`src/rtl/rr_arb_mux.sv`:
```
// rr_arb_mux: N-way round-robin arbiter feeding a one-hot AND-OR data mux and a
// single-entry registered output stage. The output entry carries the one-hot
// source of its data so downstream logic can tag results per channel.
module rr_arb_mux #(
  parameter int N     = 3,
  parameter int WIDTH = 32
) (
  input  logic               clk,
  input  logic               reset,
  input  logic [N-1:0]       in_valid,
  output logic [N-1:0]       in_ready,
  input  logic [N*WIDTH-1:0] in_data,
  output logic               out_valid,
  input  logic               out_ready,
  output logic [WIDTH-1:0]   out_data,
  output logic [N-1:0]       out_sel
);

  // ptr is one-hot and marks the channel with the highest priority this cycle
  logic [N-1:0]     ptr;
  logic [N-1:0]     ptr_nxt;
  logic [N-1:0]     grant;
  logic [N-1:0]     req_hi;
  logic [WIDTH-1:0] mux_data;
  logic             load_en;
  logic             xfer;

  // The output stage can take a new entry when it is empty or being drained
  assign load_en = ~out_valid | out_ready;

  // ptr - 1 masks every bit below the pointer, leaving the requests at or above it
  assign req_hi = in_valid & ~(ptr - N'(1));

  // Lowest set bit at or above ptr; if none, wrap and take the lowest set bit overall
  always_comb begin
    if (|req_hi) begin
      grant = req_hi & (~req_hi + N'(1));
    end else begin
      grant = in_valid & (~in_valid + N'(1));
    end
  end

  // grant only ever contains requesting channels, so any ready bit means a transfer
  assign in_ready = grant & {N{load_en & ~reset}};
  assign xfer     = |in_ready;

  // Next pointer sits just past the winner so the winner drops to lowest priority
  if (N == 1) begin : g_rot_single
    assign ptr_nxt = grant;
  end else begin : g_rot_multi
    assign ptr_nxt = {grant[N-2:0], grant[N-1]};
  end

  // AND-OR mux: data of channels without a grant is gated off, so X never leaks through
  always_comb begin
    mux_data = '0;
    for (int j = 0; j < N; j++) begin
      mux_data = mux_data | ({WIDTH{grant[j]}} & in_data[j*WIDTH +: WIDTH]);
    end
  end

  // Output register and pointer: load on transfer, clear valid on drain, hold when stalled
  always_ff @(posedge clk) begin
    if (reset) begin
      out_valid <= 1'b0;
      out_data  <= '0;
      out_sel   <= '0;
      ptr       <= N'(1);
    end else if (load_en) begin
      if (xfer) begin
        out_valid <= 1'b1;
        out_data  <= mux_data;
        out_sel   <= grant;
        ptr       <= ptr_nxt;
      end else begin
        out_valid <= 1'b0;
      end
    end
  end

endmodule

```
`config.mk`:
```
export PLATFORM = sky130hd
export DESIGN_NAME = rr_arb_mux
export DESIGN_NICKNAME = d
export VERILOG_FILES = /design/src/rtl/rr_arb_mux.sv
export SDC_FILE = /design/constraint.sdc
export NUM_CORES = 1
export LEC_CHECK = 0
export CORE_MARGIN = 3
export CORE_UTILIZATION = 37
export CTS_BUF_LIST = sky130_fd_sc_hd__clkbuf_8
export DETAILED_ROUTE_END_ITERATION = 8
export GPL_ROUTABILITY_DRIVEN = 0
export PLACE_DENSITY = 0.88
export SETUP_SLACK_MARGIN = 0.05
export SYNTH_ARGS = -nofsm -noshare
export SYNTH_HDL_FRONTEND = slang
export SYNTH_SLANG_ARGS = --single-unit
```
`constraint.sdc`:
```
create_clock -name clk -period 3.6 [get_ports clk]
set_input_delay 0.36 -clock clk [delete_from_list [all_inputs] [get_ports clk]]
set_output_delay 0.36 -clock clk [all_outputs]
set_load 0.01 [all_outputs]
```
==> impl_metrics.toml <==
[status]
status = "complete, no violations"

[critical_path]
critical_path_class = "flop to output pin"
crit_fanout = 5
end_kind = "output pin"
critPathArrivalTime_ns = 2.30
startpoint_type = "flop"
critPathRequiredTime_ns = 3.24

[route]
drc_errors = 0
drt-initial-drc-count = 58
antenna_left = 0
viasPerCell = 5.275
routed_wl_mm = 6.813
drtPass1Iterations = 4
vias = 2226
wl_per_cell_um = 16.14

[power_and_ir_drop]
leakage_nw = 1.298
ir_worst_vdd_mv = 0.1971
power_density_nw_per_um2 = 321.6

[synth]
syn_area_um2 = 2111
seq_area_frac_synth_pct = 35.09
synth_ff_type = "dfxtp_1"
yosys_warnings = 0
syn_nets = 325
synthArstFlopShare_pct = 0
synth.distinct_cells = 28
ys_ff_latch = 37
avgSynthCellArea_um2 = 9.508
synth-edff-count = 0
netlist_instances = 222

[finish]
drive_gt1_share_pct = 16.48
antenna_cells = 0
multi_input_area_um2 = 1222
finalNetCount = 454
syn2layout_area_growth_pct = 69.77
n_fill_cell = 441
seq_area_um2 = 740.7

[floorplan]
dieArea_um2 = 6647
ios = 141
initial_utilization_pct = 39.81
die_x_um = 81.53
die_y_um = 81.53
core.rowCount = 26
core-area_um2 = 5303

[sta]
slew_headroom_pct = 41.19
hold_viol = 0
grt_setup_unrepaired = "no"
tightest_slew_ns = 0.8821
max_freq_ghz = 0.3759
fin_crit_ns = 2.660
timing.hold.ws_ns = 0.4631
slew_viol_final = 0
skew_ns = 0.001881
fin_crit_sh_pct = 73.90
fin_setup_tns_ns = 0
setup_viol = 0

[global_routing]
grt_max_degree = 36
grt_usage_pct = 20.70
grt_pass1_wl_mm = 10.56
grt_overflow_total = 0
met2_usage_pct = 38.52
gr-usage-met1_pct = 21.05
grt.busiest_layer = "met2"
first_global_vias = 2273
grtUsageMet3_pct = 8.443
antenna_found_initial = 0

[cts]
postCtsSetupBuffers = 0
cts_inserted_buffers = 5
htree_levels = 2
insertion_delay_ns = 0.28
root_buffer = "clkbuf_8"
cts_hold_buf = 0
tritoncts = "done"
clkSinkCount = 37
clockBufferDepth = 2
cts_resized = 0
clkTransAtPathRegs_ns = 0.07

[min_path]
hold_path_class = "flop to flop"

[placement]
io_buffers = 140
dp_hpwl_mm = 5.076

[run]
max_cap_viol_count = 0
==> final timing paths <==
path	startpoint	end	slack (ns)	cells past startpoint
setup reg to reg	ptr[0]	out_data[21]	1.25	7
hold / removal	out_sel[2]	out_sel[2]	0.46	2
setup / recovery	ptr[0]	in_ready[0]	0.94	6
hold reg to reg	out_sel[2]	out_sel[2]	0.46	2
==> per-layer routing <==
| metal | share of wire (%) | vias to the layer above |
|---|---|---|
| met1 | 36 | 1049 |
| met5 | 0 | - |
| met3 | 12 | 6 |
| met2 | 51 | 93 |
| li1 | - | 1078 |
| met4 | 1.1 | 0 |
==> flip-flops by register name (all words and copies together) (netlist names) <==
| name | count |
|---|---|
| out_data | 32 |
| out_sel | 3 |
| out_valid | 1 |
| ptr | 1 |
==> layout make-up <==
type / instances / area share [%]
Inverter: 5 / 0.5237
Sequential cell: 37 / 20.67
Tap cell: 70 / 2.444
Multi-Input combinational cell: 157 / 34.11
Timing Repair Buffer: 145 / 40.01
Clock buffer: 5 / 1.920
Clock inverter: 3 / 0.3142
==> placed cells by master, fill, tap and decap left out <==
cell and count:
a22oi_1 2, or2_2 1, nor3_1 1, a311oi_4 1, buf_4 5, and2_2 1, and2_1 1, and3b_1 1
xnor2_2 1, clkdlybuf4s50_1 139, dfxtp_1 37, a221oi_2 20, a21oi_1 2, a221oi_1 12, o211a_1 1, nor3_4 1
a221oi_4 1, nor2_1 37, inv_1 8, or3_2 1, nand2b_1 1, buf_2 1, clkbuf_8 5, nand2_1 35
a211oi_2 20, nor2b_1 3, a211oi_1 13, ha_1 1
==> power breakdown <==
group / internal (mW) / leakage (nW) / switching, mW
clock: 0.129 / 0.0519 / 0.138
sequential: 0.446 / 0.306 / 0.0186
combinational: 0.234 / 0.940 / 0.187
total: 0.809 / 1.30 / 0.344
==> critical path, stage by stage, from the launching register on <==
cell             delay [ns]
dfxtp_1                0.38
inv_1                  0.10
ha_1                   0.33
and3b_1                0.22
a311oi_4               0.27
and2_2                 0.19
clkdlybuf4s50_1        0.53
==> synth_stat cells, types with 2 or more instances <==
cell,n,share of area (%)
nand2_1,35,6.2
clkbuf_1,10,1.8
a22oi_1,2,0.71
a21oi_1,2,0.47
nor2_1,37,6.6
buf_6,3,1.6
buf_2,4,0.95
a221oi_1,12,5.0
nor2b_1,3,0.89
dfxtp_1,37,35
a211oi_2,20,12
buf_4,6,2.1
inv_1,5,0.89
a221oi_2,20,14
a211oi_1,13,4.6
==> logic make-up after synthesis <==
logic type                 share of synthesized area [%]
xor gates and xnor gates                          0.7708
adders and majority gates                         0.5927
DFF                                                35.09
buffers and inverters                              7.350
AOI/OAI and AO/OA                                  39.83
and+or+nand+nor                                    16.36
==> metrics by stage <==
stage	utilization, %	power, mW	setup slack [ns]	std cells	area [um^2]
after floorplan	-	0.6814	1.531	222	2111
after global routing	67.58	1.225	0.8217	422	3583
final	67.58	1.153	0.9397	422	3583
after CTS	67.58	1.170	0.9270	422	3583
after detailed placement	66.07	0.9001	0.9742	414	3503
after global placement	66.07	0.8906	1.072	414	3503
Note: power is estimated with default switching activity, not from simulation.
==> RTL change (same flow settings) <==
Set the parameter `WIDTH` to 64 (it was 32).
--- a/src/rtl/rr_arb_mux.sv
+++ b/src/rtl/rr_arb_mux.sv
@@ -5,3 +5,3 @@
   parameter int N     = 3,
-  parameter int WIDTH = 32
+  parameter int WIDTH = 64
 ) (
Ports: changed (resized in_data and out_data); port bits go from 141 to 269. The function was not compared with the original's and may differ.
==> RTL change against the unedited design <==
Critical path depth unchanged. Area after synthesis grew 74%. Power up 91%. Routed wire length up 110%. Final area rose by 83%. Register-to-register slack lost 310 ps. Clock skew is 7.8 ps higher. Setup slack worse by 340 ps. Die area is 68% higher. Sequential cell count up 32. Worst hold slack lost 140 ps.
==> RTL change: results (changes against the unedited design) <==
metric,value,unit,change
wl_per_cell,18.60,µm,+15%
netlist_instances,403,,+82%
slowest_delay,570,ps,+40 ps
drt_iter0_markers,227,,+290%
post-place-ws,854.9,ps,-119.3 ps
outcome,completed,,
cp-endpoint,in_ready[2],,
reg.largest.list,"out_data (64), out_sel (3)",,
numPortBuffers,268,,+91%
grt_pass1_wl,22540,µm,+110%
fin_skew,9.651,ps,+7.770 ps
antenna_found_initial,1,,+1
clockBufferCount,11,,+6
min_from,reset,,
first_pass_iters,5,,+1
place_area,6386,µm²,+82%
yosysSeqAreaShare,37.60,%,+2.5 points
period_share,83.25,%,+9.4 points
p_switching,0.0006586,W,+91%
vias_per_cell,5.460,,+3.5%
num_antenna_cells,1,,+1
final_nets,843,,+86%
yosysUniqueCellTypes,25,,-11%
final-clk-cell-share,2.613,%,+0.38 points
nonClkBufAreaFrac,41.92,%,+1.9 points
cp_max_fo,32,,+27
multi_input_area_share,31.68,%,-2.4 points
cts_made_buffers,9,,+4
vdd_drop_max,0.0001944,V,-1.3%
nFillCells,749,,+70%
n_all_buffers,276,,+90%
n_all_inverters,4,,-1
dp_hpwl,10820,µm,+110%
-- RTL change: changes by cell type in the layout (fill, tap and decap cells not counted), moves of 24 or more --
cell	before	now
clkdlybuf4s50_1	139	267
nor2_1	37	70
dfxtp_1	37	69
nand2_1	35	64
a211oi_1	13	37
a221oi_1	12	36
-- RTL change: worst reg2reg max path, stage by stage, from the launching register on --
cell and delay, ps:
dfxtp_1 390, inv_1 110, ha_1 220, xnor2_2 330, o211a_4 480, buf_4 550
a221oi_1 210, a211oi_1 270
-- RTL change: routing by layer --
layer | GRT usage, % | vias to the layer above | share of wire [%]
met3 | 7.532 | 39 | 8.8
li1 | - | 1999 | -
met2 | 44.40 | 223 | 51
met4 | 10.55 | 0 | 3.6
met1 | 27.89 | 1992 | 37
met5 | 0 | - | 0
